--- config.mk ---
export PLATFORM = sky130hd
export DESIGN_NAME = adc_window_gen
export DESIGN_NICKNAME = d
export VERILOG_FILES = /design/src/rtl/awake_bpm_pkg.sv /design/src/rtl/adc_fmt_conv.sv /design/src/rtl/adc_window_gen.sv
export SDC_FILE = /design/constraint.sdc
export NUM_CORES = 1
export LEC_CHECK = 0
export BUFFER_PORTS_ARGS = -buffer_cell sky130_fd_sc_hd__clkbuf_2
export CAP_MARGIN = 20
export CORE_AREA = 10 10 123 125
export DETAILED_ROUTE_END_ITERATION = 10
export DIE_AREA = 0 0 133 135
export PLACE_DENSITY = 0.84
export SETUP_SLACK_MARGIN = 0.2
export SLEW_MARGIN = 20
export SYNTH_ARGS = -nofsm -noshare
export SYNTH_HDL_FRONTEND = slang
export SYNTH_SLANG_ARGS = --single-unit
--- constraint.sdc ---
create_clock -name clk -period 6.1 [get_ports clk]
set_input_delay 0.305 -clock clk [delete_from_list [all_inputs] [get_ports clk]]
set_output_delay 0.305 -clock clk [all_outputs]
set_load 0.02 [all_outputs]
--- src/rtl/awake_bpm_pkg.sv ---
// Shared constants, window FSM encoding and channel helpers for the BPM acquisition path.
package awake_bpm_pkg;

  localparam int unsigned ADC_BIT_WIDTH = 16;
  localparam int unsigned NUM_CH        = 4;
  localparam int unsigned DATA_WIDTH    = NUM_CH * ADC_BIT_WIDTH;

  typedef enum logic [1:0] {
    ST_IDLE   = 2'd0,
    ST_DELAY  = 2'd1,
    ST_WINDOW = 2'd2,
    ST_GAP    = 2'd3
  } win_state_e;

  function automatic logic [ADC_BIT_WIDTH-1:0] ch_slice(
    input logic [DATA_WIDTH-1:0] data,
    input int unsigned           ch
  );
    return data[ch*ADC_BIT_WIDTH +: ADC_BIT_WIDTH];
  endfunction

endpackage

--- src/rtl/adc_fmt_conv.sv ---
// One ADC channel: registered offset-binary to two's-complement conversion (or plain register).
module adc_fmt_conv
  import awake_bpm_pkg::*;
#(
  parameter int unsigned W             = ADC_BIT_WIDTH,
  parameter bit          OFFSET_BINARY = 1'b1
) (
  input  logic         clk,
  input  logic         rst,
  input  logic [W-1:0] din,
  output logic [W-1:0] dout
);

  logic [W-1:0] dout_r;

  // Converted sample register, updated every clock regardless of framing.
  always_ff @(posedge clk) begin
    if (rst) begin
      dout_r <= '0;
    end else if (OFFSET_BINARY) begin
      dout_r <= {~din[W-1], din[W-2:0]};
    end else begin
      dout_r <= din;
    end
  end

  assign dout = dout_r;

endmodule

--- src/rtl/adc_window_gen.sv ---
// Trigger-gated acquisition window generator: delay, framed window of LENGTH words, forced idle gap.
module adc_window_gen
  import awake_bpm_pkg::*;
#(
  parameter int unsigned CNT_WIDTH     = 16,
  parameter int unsigned MIN_GAP       = 4,
  parameter bit          OFFSET_BINARY = 1'b1
) (
  input  logic                  clk,
  input  logic                  rst,
  input  logic [DATA_WIDTH-1:0] adc_data,
  input  logic                  trig,
  input  logic                  arm,
  input  logic [CNT_WIDTH-1:0]  delay_cfg,
  input  logic [CNT_WIDTH-1:0]  length_cfg,
  output logic [DATA_WIDTH-1:0] dout,
  output logic                  dout_valid,
  output logic                  busy,
  output logic                  window_done,
  output logic [CNT_WIDTH-1:0]  frame_cnt,
  output logic [CNT_WIDTH-1:0]  trig_missed_cnt
);

  localparam logic [CNT_WIDTH-1:0] CNT_ZERO = '0;
  localparam logic [CNT_WIDTH-1:0] CNT_ONE  = CNT_WIDTH'(1);
  localparam logic [CNT_WIDTH-1:0] CNT_MAX  = '1;
  localparam logic [CNT_WIDTH-1:0] GAP_LAST = CNT_WIDTH'(MIN_GAP);

  win_state_e             state_r;
  logic [CNT_WIDTH-1:0]   cnt_r;
  logic [CNT_WIDTH-1:0]   dly_r;
  logic [CNT_WIDTH-1:0]   len_r;
  logic [CNT_WIDTH-1:0]   frame_cnt_r;
  logic [CNT_WIDTH-1:0]   trig_missed_r;
  logic                   trig_d_r;
  logic                   dout_valid_r;
  logic                   busy_r;
  logic                   window_done_r;
  logic                   trig_edge_s;
  logic [DATA_WIDTH-1:0]  dout_s;

  for (genvar ch = 0; ch < NUM_CH; ch++) begin : g_conv
    adc_fmt_conv #(
      .W             (ADC_BIT_WIDTH),
      .OFFSET_BINARY (OFFSET_BINARY)
    ) u_conv (
      .clk  (clk),
      .rst  (rst),
      .din  (ch_slice(adc_data, ch)),
      .dout (dout_s[ch*ADC_BIT_WIDTH +: ADC_BIT_WIDTH])
    );
  end

  // Trigger history for rising-edge detection; tracks trig even while disarmed.
  always_ff @(posedge clk) begin
    if (rst) begin
      trig_d_r <= 1'b0;
    end else begin
      trig_d_r <= trig;
    end
  end

  assign trig_edge_s = arm & trig & ~trig_d_r;

  // Window FSM with registered framing, status and counters.
  always_ff @(posedge clk) begin
    if (rst) begin
      state_r       <= ST_IDLE;
      cnt_r         <= CNT_ZERO;
      dly_r         <= CNT_ZERO;
      len_r         <= CNT_ZERO;
      frame_cnt_r   <= CNT_ZERO;
      trig_missed_r <= CNT_ZERO;
      dout_valid_r  <= 1'b0;
      busy_r        <= 1'b0;
      window_done_r <= 1'b0;
    end else begin
      dout_valid_r  <= 1'b0;
      window_done_r <= 1'b0;
      // Any armed edge outside IDLE is lost, including the one on the GAP exit cycle.
      if (trig_edge_s && (state_r != ST_IDLE) && (trig_missed_r != CNT_MAX)) begin
        trig_missed_r <= trig_missed_r + CNT_ONE;
      end else begin
        trig_missed_r <= trig_missed_r;
      end
      case (state_r)
        ST_IDLE: begin
          if (trig_edge_s) begin
            dly_r  <= delay_cfg;
            len_r  <= length_cfg;
            cnt_r  <= CNT_ZERO;
            busy_r <= 1'b1;
            if (length_cfg == CNT_ZERO) begin
              state_r       <= ST_GAP;
              window_done_r <= 1'b1;
              frame_cnt_r   <= frame_cnt_r + CNT_ONE;
            end else if (delay_cfg == CNT_ZERO) begin
              state_r <= ST_WINDOW;
            end else begin
              state_r <= ST_DELAY;
            end
          end else begin
            busy_r <= 1'b0;
          end
        end
        ST_DELAY: begin
          if (cnt_r == dly_r - CNT_ONE) begin
            cnt_r   <= CNT_ZERO;
            state_r <= ST_WINDOW;
          end else begin
            cnt_r <= cnt_r + CNT_ONE;
          end
        end
        ST_WINDOW: begin
          dout_valid_r <= 1'b1;
          if (cnt_r == len_r - CNT_ONE) begin
            window_done_r <= 1'b1;
            frame_cnt_r   <= frame_cnt_r + CNT_ONE;
            cnt_r         <= CNT_ZERO;
            state_r       <= ST_GAP;
          end else begin
            cnt_r <= cnt_r + CNT_ONE;
          end
        end
        ST_GAP: begin
          // GAP_LAST+1 cycles here: the last window word is shown, then MIN_GAP low cycles.
          if (cnt_r == GAP_LAST) begin
            cnt_r   <= CNT_ZERO;
            busy_r  <= 1'b0;
            state_r <= ST_IDLE;
          end else begin
            cnt_r <= cnt_r + CNT_ONE;
          end
        end
        default: begin
          cnt_r   <= CNT_ZERO;
          busy_r  <= 1'b0;
          state_r <= ST_IDLE;
        end
      endcase
    end
  end

  assign dout            = dout_s;
  assign dout_valid      = dout_valid_r;
  assign busy            = busy_r;
  assign window_done     = window_done_r;
  assign frame_cnt       = frame_cnt_r;
  assign trig_missed_cnt = trig_missed_r;

endmodule

# Word level (Yosys, flattened, before mapping)
# Index checks and enable logic that the tools add are counted.
# op_classes
shift,0
n_div,0
n_lt_le_gt_ge,0
eq_ne,12
n_bitwise,7
add_sub_neg,5
mul,0
n_reduce_logical,12
muxes,24
# op_table
operator,n
$mux 16,7
$pmux 16 s4,1
$add 16x1->16 const B,3
$eq 16x16->1,2
$logic_not 16->1,2
$pmux 16 s2,1
$sub 16x1->16 const B,2
$eq 16x3->1 const B,1
$ne 16x16->1 const B,1
$mux 2,6
$ne 2x2->1 const B,5
$pmux 2 s4,1
$reduce_and 4->1,2
$mux 1,6
$reduce_bool 2->1,3
$not 1->1,5
$eq 2x2->1 const B,2
$pmux 1 s2,2
$reduce_and 2->1,2
$and 1x1->1,2
$eq 2x1->1 const B,1
$logic_and 1x1->1,2
$logic_not 2->1,1
# totals
ff_bits,150
latchBits,0
mem_count,0
output_inout_bits,99
ramBits,0
input_bits,100
romBits,0

# Logic depth before layout (Yosys ltp)
# logic_depth
ltp_word,5
mapped_depth,13
depth_no_buf,9

# By module
# Synthesis repeated with hierarchy kept, for this count alone.
# hier_totals
hier_cells,764
area_unflattened_um2,6961.7
# by_module_without_submodules
module,area_per_inst_um2,cells_each,n_inst
adc_window_gen,5114.9,632,1
adc_fmt_conv,461.7,33,4

# Least setup slack after synthesis
# No wires, ideal clock.
# synth_path
path_kind,register to register
from,reg len_r[0]
to,reg frame_cnt_r[15] (netlist: frame_cnt[15])
arrival_time_ns,3.316
required_ns,5.977
setup_slack_ns,2.660
setup_time_ns,0.123
path_buffers,3
path_stages_with_launch,13
path_cell_list,dfxtp_1 clkbuf_1 inv_1 ha_1 or4b_1 buf_2 or3_1 a211o_1 a211o_1 o41a_1 buf_6 nor4_4 mux2_1
# synth_between
elab_chain_len,4
# synth_rtl
element,line,rtl
"start, declared",adc_window_gen.sv:32,logic [CNT_WIDTH-1:0] len_r;
"start signal, assigned",adc_window_gen.sv:90,len_r <= length_cfg;
$sub 16x1->16,adc_window_gen.sv:116,if (cnt_r == len_r - CNT_ONE) begin
$eq 16x16->1,adc_window_gen.sv:116,
$ne 2x2->1 (no line),-,
$reduce_and 4->1 (no line),-,
"end signal, assigned",adc_window_gen.sv:96,frame_cnt_r <= frame_cnt_r + CNT_ONE;
"end signal, assigned",adc_window_gen.sv:118,frame_cnt_r <= frame_cnt_r + CNT_ONE;
"end, declared",adc_window_gen.sv:33,logic [CNT_WIDTH-1:0] frame_cnt_r;
# No other way between the ends.
# A chain may end at the register's enable or synchronous reset.

# Worst setup path in the final report
# Ends and elaborated chain as after synthesis.

==> results.md <==
- Total power: between 2 and 3 mW
- Die ar.: about 18,000 um^2
- Iter 0 DRT Violations: ~520
- Hold WC Path Type: input pin to flop
- Fin crit share: about 62%
- Pwr/cell area: just over 300 nW/um^2
- Number of port buffers: a little under 200
- Post-Synth Adder-Cell Area: 1.964%
- Slowest-stage cell, CP: o41a_1
- Num CTS Buffers: 17
- Clk buf depth: 2
- Post-DP HPWL: about 14,000 um
- Final-stage net count: between 1,000 and 1,500
- CP Launch Point: len_r[0]
- Initial core utilization: a little under three fifths
- Status: complete, no violations
- Reg clk slew, reported paths: roughly 0.06 ns
- # Max-Cap Violations: 0
- Number of synthesized flops with an enable pin: 0
- Placer Congestion: 0.8969
- Yosys warnings: 0
- Post-route ant nets: 0
- Critical path data arrival time: between 4 and 5 ns
- Crit-path max FO: 22
- First-pass GRT wire length: 31,010 um
- Final hold vios: 0
- Seq/Total Area, Yosys: a little over two fifths
- Prevailing post-synth register cell: dfxtp_1
- Clk_skew: 0.007917 ns
- Root buffer cell: clkbuf_16
- Clock network fraction of total power: around two fifths
- Main combinational cell family by area after synthesis: simple AND/OR/NAND/NOR gates
- GRT Util Overall: a little over a fifth
- Worst Path Required: approximately 6.4 ns
- Post-route cell area: approximately 8600 um^2
- Routed length per instance: between 15 and 20 um
- Antenna diode count: 0
- Row cnt: 41
- Slew Limit Fails: 0
- Distinct cells, synth: between 60 and 70
- DR vias: 6,421
- Pin count of the biggest net entering global routing: between 90 and 100
- TritonCTS clock tree: done
- Post-CTS setup buffer count: 0
- CP endpoint kind: flop
- CP most frequent cell: a211o_1
- Compound-gate portion of the synthesized area: ~13%
- Internal cell power: around 1.8 mW
- Post-synth net total: around 940
- # clock sinks: 150
- Layout area overhead: 22.89%
- Comb power frac: a little under a fifth
- Die X: about 130 um
- Syn Inst Count: 830
- Worst vdd ir: about 0.2 mV
- Core box area: roughly 13,000 um^2
- Worst-Skew Late Latency: about 0.42 ns
- Lkg Pwr: about 3.6 nW
- DP Area: 8011 um^2
- Filler cell count: slightly above 1,000
- Switching portion of total power: 29.89%
- CP Class: flop to flop
- R2r startpoint: len_r[0]
- Post-CTS Hold Buffers: 0
- Antenna violations before repair: 0
- Mux cell area share after synthesis: 2.339%
- HP Start: adc_data[15]
- Unrepaired setup endpoints after global routing: false
- Simple-gate share of the synthesized area: 29.91%
- Total grt overflow: 0
- Vias per cell: between 5 and 6
- Mapped Area: roughly 7000 um^2
- Crit path launch type: flop
- Switching power: just under 0.8 mW
- Final wirelength: 19,260 um
- Resized cells post-CTS: 0
- Synth Area in XOR/XNOR: roughly 6%
- I/O pin total: just under 200
- Synthesized flop and latch total: 150
- Cells along the critical path: inv_1 > ha_1 > or4b_1 > or3_1 > a211o_1 > a211o_1 > o41a_1 > nor4_4 > mux2_1
- DR DRC count: 0
- Vias in the first global route: ~6,300
- Drt pass-1 iters: 7
- Die Y: between 100 and 150 um
- Max stage delay on crit path: ~0.63 ns
- Reg power frac: 40.7%
- Slew of the pin with the lowest slew margin: 0.9182 ns
- Final Critical Period: approximately 3.8 ns
- Fmax: between 0.2 and 0.3 GHz
- Async SR Flop Fraction: 0%
- Fraction of layout cells with a size suffix above 1: about a quarter
- # H-tree levels: 4
- Final setup fails: 0
- Slew headroom: roughly two fifths
- Setup TNS: 0 ns
- Syn Area/Cell: 8.443 um^2
[state kept, by name, summed over array words and instances (netlist names)]
register	flops
state_r	2
len_r	16
busy	1
dout_valid	1
trig_d_r	1
trig_missed_cnt	16
g_conv.u_conv.dout	64
cnt_r	16
dly_r	16
frame_cnt	16
window_done	1
[layer usage]
metal | up-vias | track usage (%) | wire length (um)
met4 | 0 | 8.191 | 411
met1 | 2935 | 23.69 | 7792
met5 | - | 0 | 0
met2 | 224 | 35.39 | 9478
li1 | 3225 | - | -
met3 | 37 | 7.826 | 1581
[final timing paths]
path	end	slack, ns	cells after the start
max	frame_cnt[15]	2.31	9
min	g_conv[0].u_conv.dout[15]	0.02	2
max reg2reg	frame_cnt[15]	2.31	9
min reg2reg	busy	0.48	2
[cell families after synthesis]
family | count (synthesis)
compound gates | 135
mux | 15
buf+inv | 73
xor+xnor | 48
simple gates | 398
fa+ha+maj | 11
flops | 150
[worst max-delay path: cells and delay by family (launching register included)]
kind                       cells  cell delay (ns)
and+or+nand+nor                3             1.34
AOI/OAI and AO/OA              3             1.23
DFF                            1             0.37
muxes                          1             0.37
adders and majority gates      1             0.21
buffers and inverters          1             0.12
[power groups by stage]
stage	clock, mW	sequential [mW]	combinational [mW]
floorplan	0	1.11	0.342
CTS	1.08	1.07	0.494
global route	1.13	1.08	0.551
detailed placement	0	1.09	0.488
global placement	0	1.09	0.483
finish	1.06	1.07	0.496
[synthesized netlist by cell type, types with 3 or more instances]
| library cell | instances | share of area, % |
|---|---|---|
| nand2b_1 | 3 | 0.27 |
| a41oi_1 | 4 | 0.50 |
| a31oi_1 | 6 | 0.54 |
| ha_1 | 11 | 2.0 |
| nor2_1 | 61 | 3.3 |
| and3_1 | 7 | 0.62 |
| nand3b_1 | 11 | 1.2 |
| xnor2_1 | 24 | 3.0 |
| a21oi_1 | 50 | 3.6 |
| clkbuf_1 | 51 | 2.7 |
| or4_1 | 9 | 0.96 |
| nand2_1 | 106 | 5.7 |
| and2_1 | 8 | 0.71 |
| o22ai_1 | 4 | 0.36 |
| nor3_1 | 26 | 1.9 |
| o21a_1 | 5 | 0.54 |
| or2_2 | 4 | 0.36 |
| dfxtp_1 | 150 | 43 |
| o211ai_1 | 13 | 1.4 |
| o21ai_0 | 15 | 1.1 |
| nor3b_1 | 5 | 0.54 |
| mux2i_1 | 4 | 0.57 |
| buf_1 | 3 | 0.16 |
| xor2_1 | 24 | 3.0 |
| and4_1 | 5 | 0.62 |
| nor4b_1 | 4 | 0.50 |
| inv_1 | 16 | 0.86 |
| nand3_1 | 22 | 1.6 |
| nor2b_1 | 78 | 7.0 |
| nor4_1 | 24 | 2.1 |
| or3_1 | 9 | 0.80 |
| a211o_1 | 3 | 0.38 |
| o31ai_1 | 4 | 0.43 |
| mux2_2 | 10 | 1.6 |
| nand4_1 | 10 | 0.89 |
[layout by cell type (no fill, tap or decap), drive strengths merged, types with 10 or more instances in the layout]
master / Yosys / layout
nand4: 10 / 10
nor2b: 78 / 78
nand3: 22 / 22
inv: 16 / 24
o21ai: 17 / 17
nor2: 61 / 61
a21oi: 50 / 50
nand3b: 11 / 11
nor3: 26 / 26
xor2: 24 / 24
clkbuf: 51 / 216
dfxtp: 150 / 150
mux2: 11 / 11
xnor2: 24 / 24
ha: 11 / 11
nand2: 106 / 106
nor4: 25 / 25
o211ai: 13 / 13
[area by class of cell]
cell class | count | area [um^2] | share of cell area [%]
multi-input cells | 607 | 3717 | 43.16
clock buffers | 19 | 442.9 | 5.143
inverters | 16 | 60.06 | 0.6974
flip-flops and latches | 150 | 3003 | 34.87
repair buffers | 201 | 1016 | 11.80
well taps | 172 | 215.2 | 2.499
clock inverters | 13 | 157.7 | 1.831
[metrics by stage]
stage | worst slack, ns | hold slack (ns) | utilization (%) | instances
5_1_grt | 2.138 | 0.01906 | 68.52 | 1178
3_3_place_gp | 2.442 | 0.4626 | 63.74 | 1146
4_1_cts | 2.323 | 0.007233 | 68.52 | 1178
3_5_place_dp | 2.396 | 0.4635 | 63.74 | 1146
6_report | 2.311 | 0.02411 | 68.52 | 1178
2_1_floorplan | 2.660 | 0.3774 | - | 830
(Power assumes the default switching activity.)
